**src/rtl/mem_dump_pkg.sv**
```systemverilog
// Shared types and default widths for the memory dump reader.
package mem_dump_pkg;

  localparam int ADDR_W_DEF = 8;
  localparam int DATA_W_DEF = 32;

  typedef enum logic [1:0] {
    IDLE = 2'd0,
    READ = 2'd1,
    HOLD = 2'd2,
    DONE = 2'd3
  } state_t;

endpackage

```
**src/rtl/mem_dump_reader.sv**
```systemverilog
// Walks a memory read port over an inclusive, wrapping address range and streams
// (addr, word) pairs out on valid/ready. Optional running checksum: MEM_DUMP_CHKSUM_EN.
module mem_dump_reader
  import mem_dump_pkg::*;
#(
  parameter int ADDR_W = ADDR_W_DEF,
  parameter int DATA_W = DATA_W_DEF,
  parameter int RD_LAT = 0
) (
  input  logic              clk,
  input  logic              rst,
  input  logic              start,
  input  logic [ADDR_W-1:0] start_addr,
  input  logic [ADDR_W-1:0] end_addr,
  output logic [ADDR_W-1:0] rd_addr,
  input  logic [DATA_W-1:0] rd_data,
  output logic              out_valid,
  input  logic              out_ready,
  output logic [DATA_W-1:0] out_data,
  output logic [ADDR_W-1:0] out_addr,
  output logic              busy,
  output logic              done
`ifdef MEM_DUMP_CHKSUM_EN
  ,
  output logic [DATA_W-1:0] chksum
`endif
);

  // Only latencies 0 and 1 are meaningful, so a single bit counts the wait.
  localparam logic LAT_MAX = (RD_LAT != 0) ? 1'b1 : 1'b0;

  state_t            r_state;
  logic [ADDR_W-1:0] r_cur;
  logic [ADDR_W-1:0] r_end;
  logic [ADDR_W-1:0] r_rd_addr;
  logic [ADDR_W-1:0] r_out_addr;
  logic [DATA_W-1:0] r_out_data;
  logic              r_out_valid;
  logic              r_busy;
  logic              r_done;
  logic              r_lat;
`ifdef MEM_DUMP_CHKSUM_EN
  logic [DATA_W-1:0] r_chksum;
`endif

  logic              w_hs;
  logic              w_last;
  logic [ADDR_W-1:0] w_next;

  assign w_hs   = r_out_valid && out_ready;
  assign w_last = (r_cur == r_end);
  assign w_next = r_cur + ADDR_W'(1);

  always_ff @(posedge clk) begin
    if (rst) begin
      r_state     <= IDLE;
      r_cur       <= '0;
      r_end       <= '0;
      r_rd_addr   <= '0;
      r_out_addr  <= '0;
      r_out_data  <= '0;
      r_out_valid <= 1'b0;
      r_busy      <= 1'b0;
      r_done      <= 1'b0;
      r_lat       <= 1'b0;
`ifdef MEM_DUMP_CHKSUM_EN
      r_chksum    <= '0;
`endif
    end else begin
      r_done <= 1'b0;
      case (r_state)
        IDLE: begin
          if (start) begin
            r_cur     <= start_addr;
            r_end     <= end_addr;
            r_rd_addr <= start_addr;
            r_lat     <= 1'b0;
            r_busy    <= 1'b1;
            r_state   <= READ;
`ifdef MEM_DUMP_CHKSUM_EN
            r_chksum  <= '0;
`endif
          end else begin
            r_state <= IDLE;
          end
        end
        READ: begin
          if (r_lat == LAT_MAX) begin
            r_out_data  <= rd_data;
            r_out_addr  <= r_cur;
            r_out_valid <= 1'b1;
            r_state     <= HOLD;
          end else begin
            r_lat <= r_lat + 1'b1;
          end
        end
        HOLD: begin
          // Output registers are frozen until the consumer takes the word.
          if (w_hs) begin
            r_out_valid <= 1'b0;
            r_lat       <= 1'b0;
`ifdef MEM_DUMP_CHKSUM_EN
            r_chksum    <= r_chksum + r_out_data;
`endif
            if (w_last) begin
              r_done  <= 1'b1;
              r_state <= DONE;
            end else begin
              r_cur     <= w_next;
              r_rd_addr <= w_next;
              r_state   <= READ;
            end
          end else begin
            r_state <= HOLD;
          end
        end
        DONE: begin
          r_busy  <= 1'b0;
          r_state <= IDLE;
        end
        default: begin
          r_state <= IDLE;
        end
      endcase
    end
  end

  assign rd_addr   = r_rd_addr;
  assign out_valid = r_out_valid;
  assign out_data  = r_out_data;
  assign out_addr  = r_out_addr;
  assign busy      = r_busy;
  assign done      = r_done;
`ifdef MEM_DUMP_CHKSUM_EN
  assign chksum    = r_chksum;
`endif

endmodule

```
**config.mk**
```make
export PLATFORM = sky130hd
export DESIGN_NAME = mem_dump_reader
export DESIGN_NICKNAME = d
export VERILOG_FILES = /design/src/rtl/mem_dump_pkg.sv /design/src/rtl/mem_dump_reader.sv
export SDC_FILE = /design/constraint.sdc
export NUM_CORES = 1
export LEC_CHECK = 0
export BUFFER_PORTS_ARGS = -buffer_cell sky130_fd_sc_hd__buf_2
export CAP_MARGIN = 0
export CORE_ASPECT_RATIO = 2
export CORE_MARGIN = 10
export CORE_UTILIZATION = 43
export DETAILED_ROUTE_END_ITERATION = 8
export PLACE_DENSITY = 0.83
export SYNTH_ARGS = -nofsm -noshare
export SYNTH_HDL_FRONTEND = slang
export SYNTH_SLANG_ARGS = --single-unit
```
**constraint.sdc**
```tcl
create_clock -name clk -period 1.5 [get_ports clk]
set_input_delay 0.075 -clock clk [delete_from_list [all_inputs] [get_ports clk]]
set_output_delay 0.075 -clock clk [all_outputs]
set_load 0.01 [all_outputs]
```
==> flow_metrics.env, run 1 <==
export IMPL_status="completed"
export IMPL_fp_dieW_um=73.5
export IMPL_via_per_inst=5.21
export IMPL_cts_buffers=9
export IMPL_placed_area_um2=3160
export IMPL_max_clock_freq_ghz=0.671
export IMPL_die_h_um=127
export IMPL_grtUsageTotal_pct=17.9
export IMPL_path_buf_inv=0
export IMPL_skew_ns=0.00513
export IMPL_io_pins=103
export IMPL_powerDensity_nw_per_um2=1130
export IMPL_core_um2=5660
export IMPL_cts_root_buf="clkbuf_16"
export IMPL_clock_latency_ns=0.32
export IMPL_crit_family="compound AO/OA/AOI/OAI gates"
export IMPL_power_total_mw=4.35
export IMPL_dr_total_vias=2754
export IMPL_fp_dieArea_um2=9340
export IMPL_drive_above_1_share_pct=33.8
export IMPL_rsz0062_at_grt="true"
export IMPL_wl_mm=8.49
export IMPL_clock_path_buffers=2
export IMPL_rows=39
export IMPL_nNetsFinal=514
export IMPL_synth_distinct_cells=37
export IMPL_start_util_pct=43.5
export IMPL_synth_top_family_by_area="simple AND/OR/NAND/NOR gates"
export IMPL_synth_cell_area_um2=2460
export IMPL_synth_area_mux_share_pct=0.813
export IMPL_startpoint_type="flip-flop"
export IMPL_routedWlPerCell_um=16.0
export IMPL_path_class="reg -> reg"
export IMPL_endpoint_kind="flip-flop"
export IMPL_drtAntennaViolNets=0
export IMPL_hold_viol_final=0
export IMPL_peakVddDrop_mv=1.11
export IMPL_gp_congestion=0.938
export IMPL_grt_pass1_vias=2845
export IMPL_area_growth_pct=56.8
export IMPL_drv_cap=0
export IMPL_synth_fa_ha_area_share_pct=0.508
export IMPL_critical_path_cell_chain="xnor2_2 -> nand4_2 -> o31a_4 -> a211o_1"
export IMPL_overflow=0
export IMPL_critPathArrivalTime_ns=1.70
export IMPL_finalSetupViolCount=0
export IMPL_slowest_stage="o31a_4"
export IMPL_synth_edf_count=0
export IMPL_antenna_found_initial=2
export IMPL_synth_area_per_cell_um2=7.87
export IMPL_hp_class="in -> reg"
export IMPL_layout_cells_non_filler=529
export IMPL_cts_max_level=3
export IMPL_yosys_area_share_simple_pct=23.3
export IMPL_drt_iter0_drc=163
export IMPL_yosysSeqAreaShare_pct=49.6
export IMPL_portBuffers=102
export IMPL_clkSinkCount=61
export IMPL_grt_max_degree=39
export IMPL_final_util_pct=68.2
export IMPL_slowest_delay_ns=0.41
export IMPL_placedCellCount=472
export IMPL_place_detailed_hpwl_mm=5.99
export IMPL_first_pass_iters=4
export IMPL_relSlewSlack_pct=74.1
export IMPL_required_ns=1.71
export IMPL_synth_nets=366
export IMPL_synthCells=313
export IMPL_synth_xor_area_share_pct=2.85
export IMPL_ys_warn_count=0
export IMPL_tritoncts="done"
export IMPL_finalCriticalPeriod_ns=1.49
export IMPL_grt_pass1_wl_mm=13.2
export IMPL_synth_compound_area_share_pct=18.8
export IMPL_finalMaxSlewViolations=0
export IMPL_fin_area_um2=3860
export IMPL_tightest_slew_ns=0.389
export IMPL_ys_ff_latch=61
export IMPL_clkTransAtPathRegs_ns=0.05
export IMPL_drc_errors=0
export IMPL_crit_fanout=7
export IMPL_power_leakage_nw=1.70
export IMPL_synthFlopType="dfxtp_1"
export IMPL_period_share_pct=99.4
export IMPL_async_flop_share_pct=0
==> worst min-delay path, stage by stage <==
cell and delay (ns):
buf_2 0.10, nand2_1 0.05, a21oi_1 0.05
==> report_power, final <==
part           switching (mW)  internal [mW]  total (mW)
clock network           0.640           1.14        1.78
registers              0.0654           1.72        1.79
logic                   0.408          0.371       0.778
total                    1.11           3.24        4.35
==> worst paths after layout <==
check                   start           end  depth (start not counted)  slack [ns]
setup / recovery   rd_addr[7]    rd_addr[4]                          4       0.009
hold / removal    rd_data[15]  out_data[15]                          3        0.01
setup reg to reg   rd_addr[7]    rd_addr[4]                          4       0.009
hold reg to reg   out_data[9]   out_data[9]                          2        0.45
==> state kept, by name, summed over array words and instances (netlist names) <==
| signal | flops |
|---|---|
| done | 1 |
| rd_addr | 8 |
| r_state | 2 |
| out_valid | 1 |
| busy | 1 |
| out_addr | 8 |
| r_end | 8 |
| out_data | 32 |
==> metrics by stage <==
step | worst slack [ns] | setup TNS [ns] | hold WS, ns
floorplan | 0.000710 | 0 | 0.171
CTS | 0.000779 | 0 | 0.00235
global placement | 0.0353 | 0 | 0.296
detailed placement | -0.0554 | -0.0646 | 0.312
finish | 0.00885 | 0 | 0.0108
global route | -0.0629 | -0.183 | 0.0144
==> placed cells by master (no fill, tap or decap), types with 2 or more instances in the layout <==
master,Yosys,final
a211o_1,2,2
a211oi_1,3,3
a21oi_1,56,55
a311oi_2,1,2
buf_12,0,2
buf_2,4,102
buf_4,0,19
clkbuf_1,19,3
clkbuf_16,0,9
clkinv_2,0,2
dfxtp_1,61,54
dfxtp_2,0,7
diode_2,0,3
dlygate4sd3_1,0,38
inv_1,2,2
mux2i_1,2,2
nand2_1,109,109
nand2b_1,3,3
nand3_1,4,4
nand4_2,2,2
nor2_1,6,6
nor3_1,3,3
nor4_1,2,2
o21ai_0,4,3
o22ai_1,3,3
xnor2_1,8,3
xnor2_2,0,5
==> what timing repair did <==
| item | in CTS | in global routing |
|---|---|---|
| endpoints found under the hold margin | 38 | 0 |
| pin swaps | 1 | 4 |
| hold buffers | 38 | 0 |
| buffers inserted | 0 | 1 |
| gates cloned | 0 | 0 |
| endpoints found under the setup margin | 3 | 6 |
| resized for setup | 2 | 10 |
==> cell families (layout without fill, tap and decap cells) <==
kind of cell    after synthesis  after routing
mux                           2              2
xor+xnor                      8              8
fa+ha+maj                     1              1
flops                        61             61
compound gates               79             79
simple gates                136            136
buf+inv                      26            178
other cells                   0              3
==> routing by layer <==
layer	wire length (um)	share of wire, %	GRT usage, %	vias up
met5	0	0	0	-
met4	498	5.9	14.6	0
met3	586	6.9	5.27	38
met2	4490	53	31.7	115
met1	2910	34	15.5	1250
li1	-	-	-	1351
==> layout make-up <==
type / instances / area, um2
diodes: 3 / 7.51
clock buffers: 13 / 250
clock inverters: 2 / 10.0
fillers: 461 / 1800
inverters: 2 / 7.51
multi-input cells: 226 / 1200
flip-flops and latches: 61 / 1230
well taps: 61 / 76.3
repair buffers: 161 / 1070
==> cells in the mapped netlist (all sizes together), types with 3 or more instances <==
cell type	instances	share of area (%)
nand2	109	17
xnor2	8	2.8
buf	5	0.97
nand3	4	0.81
nor2	7	1.4
a211oi	3	0.91
nor3	3	0.61
clkbuf	19	2.9
o22ai	3	0.76
o21ai	4	0.81
a21oi	56	11
nand2b	3	0.76
dfxtp	61	50
nand4	3	1.3
(Power assumes the default switching activity.)
==> run 2: changes to the inputs <==
--- a/config.mk
+++ b/config.mk
@@ -11,7 +11,7 @@
 export CORE_MARGIN = 10
 export CORE_UTILIZATION = 43
 export DETAILED_ROUTE_END_ITERATION = 8
-export PLACE_DENSITY = 0.83
+export PLACE_DENSITY_LB_ADDON = 0.15
 export SYNTH_ARGS = -nofsm -noshare
 export SYNTH_HDL_FRONTEND = slang
 export SYNTH_SLANG_ARGS = --single-unit
==> flow_metrics.env, run 2 (synthesized netlist as in run 1, its figures left out) <==
export IMPL_crit_family="compound AO/OA/AOI/OAI gates"
export IMPL_violations="setup timing"
export IMPL_reg2reg_depth=4
export IMPL_largest_reg_flops=32
export IMPL_status="finished with violations"
export IMPL_final_common_cell="nand2_1"
export IMPL_routedWlPerCell_um=15.7
export IMPL_timing_rr_end="rd_addr[4]"
export IMPL_path_class="reg -> reg"
export IMPL_drtAntennaViolNets=0
export IMPL_min_path_cells=3
export IMPL_drt_iter0_drc=99
export IMPL_rsz0062_at_grt="true"
export IMPL_drc_errors=0
export IMPL_core_um2=5660
export IMPL_cts_root_buf="clkbuf_16"
export IMPL_rrSetupSlack_ns=-0.005
export IMPL_gp_congestion=0.886
export IMPL_worstHoldStart="rd_data[24]"
export IMPL_slowest_delay_ns=0.41
export IMPL_fp_dieW_um=73.5
export IMPL_fillCellCount=485
export IMPL_crit_fanout=7
export IMPL_path_buf_inv=0
export IMPL_finalCriticalPeriod_ns=1.51
export IMPL_peakVddDrop_mv=1.25
export IMPL_overflow=0
export IMPL_first_pass_iters=4
export IMPL_worstHoldEndpoint="out_data[24]"
export IMPL_r2r_start="r_end[3]"
export IMPL_grt_pass1_wl_mm=13.1
export IMPL_grt_pass1_vias=2630
export IMPL_grtUsageTotal_pct=17.9
export IMPL_skew_ns=0.00577
export IMPL_place_detailed_hpwl_mm=5.83
export IMPL_clkSinkCount=61
export IMPL_via_per_inst=5.08
export IMPL_path_depth=4
export IMPL_drv_cap=0
export IMPL_tritoncts="done"
export IMPL_hp_class="in -> reg"
export IMPL_max_clock_freq_ghz=0.664
export IMPL_io_pins=103
export IMPL_powerDensity_nw_per_um2=1140
export IMPL_fp_dieArea_um2=9340
export IMPL_tns_ns=-0.00543
export IMPL_start_util_pct=43.5
export IMPL_startpoint_type="flip-flop"
export IMPL_power_total_mw=4.44
export IMPL_relSlewSlack_pct=74.1
export IMPL_clock_latency_ns=0.33
export IMPL_clock_path_buffers=2
export IMPL_cts_max_level=3
export IMPL_dr_total_vias=2686
export IMPL_wl_mm=8.33
export IMPL_portBuffers=102
export IMPL_critical_path_cell_chain="xnor2_2 -> nand4_2 -> o31a_4 -> a211o_1"
export IMPL_finalSetupViolCount=1
export IMPL_final_cell_mix="nand2_1, buf_2, dfxtp_1, a21oi_1, dlygate4sd3_1"
export IMPL_area_growth_pct=58.0
export IMPL_grt_max_degree=42
export IMPL_die_h_um=127
export IMPL_regArea_um2=1230
export IMPL_cts_setup_buffers=0
export IMPL_clkTransAtPathRegs_ns=0.05
export IMPL_hold_viol_final=0
export IMPL_cts_buffers=9
export IMPL_critPathArrivalTime_ns=1.71
export IMPL_insertedDiodeCount=0
export IMPL_final_util_pct=68.7
export IMPL_antenna_found_initial=0
export IMPL_slowest_stage="o31a_4"
export IMPL_period_share_pct=100
export IMPL_nNetsFinal=516
export IMPL_endpoint_kind="flip-flop"
export IMPL_finalMaxSlewViolations=0
export IMPL_power_leakage_nw=1.72
export IMPL_multi_input_area_um2=1230
export IMPL_rows=39
export IMPL_layout_setup_ws_ns=-0.00543
export IMPL_required_ns=1.71
export IMPL_drive_above_1_share_pct=35.5
export IMPL_tightest_slew_ns=0.388
run 2: cell count changes in the layout (fill, tap and decap cells not counted), sizes merged:
cell and change:
buf +2, clkbuf -1, clkinv +2, diode -3
run 2: cell type report:
type / instances / share of cell area (%)
Multi-Input combinational cell: 226 / 31.7
Sequential cell: 61 / 31.6
Timing Repair Buffer: 163 / 27.7
Clock buffer: 12 / 6.33
Tap cell: 61 / 1.96
Clock inverter: 4 / 0.611
Inverter: 2 / 0.193
run 2: repair_timing:
item,in CTS,in global routing
pin swaps,1,4
hold buffers,38,0
hold endpoints to repair,38,0
setup endpoints to repair,5,7
resized for setup,5,11
run 2: per-stage QoR:
stage / setup slack, ns / instances / hold slack [ns] / instance area [um2]
finish: -0.00543 / 529 / 0.0152 / 3890
global route: -0.119 / 529 / 0.00888 / 3890
CTS: -0.00492 / 529 / 0.000893 / 3850
detailed placement: -0.0615 / 475 / 0.312 / 3170
global placement: -0.0374 / 475 / 0.300 / 3170
floorplan: 0.000710 / 313 / 0.171 / 2490
run 2: how the worst max path moves through the flow:
stage | start | endpoint | slack [ns]
final | r_end[3] | rd_addr[4] | -0.005
after global routing | rd_addr[1] | rd_addr[6] | -0.12
after CTS | rd_addr[4] | rd_addr[4] | -0.005
after detailed placement | rd_addr[6] | rd_addr[4] | -0.06
after global placement | rd_addr[6] | rd_addr[4] | -0.04
after floorplan | rd_addr[2] | rd_addr[4] | 0.0007
run 2: layer usage:
metal	GRT usage, %	part of all wire (%)	routed length, um	vias up
li1	-	-	-	1347
met1	17.1	34	2850	1235
met2	31.5	55	4610	86
met3	6.59	7.7	637	18
met4	9.81	2.7	222	0
met5	0	0	0	-
run 2: power breakdown:
group / leakage, nW / switching [mW] / internal, mW
combinational: 1.08 / 0.417 / 0.383
clock: 0.136 / 0.702 / 1.15
sequential: 0.500 / 0.0620 / 1.72
total: 1.72 / 1.18 / 3.26
run 2: worst min-delay path, stage by stage:
cell and delay (ns):
buf_2 0.09, nand2_1 0.04, a21oi_1 0.07
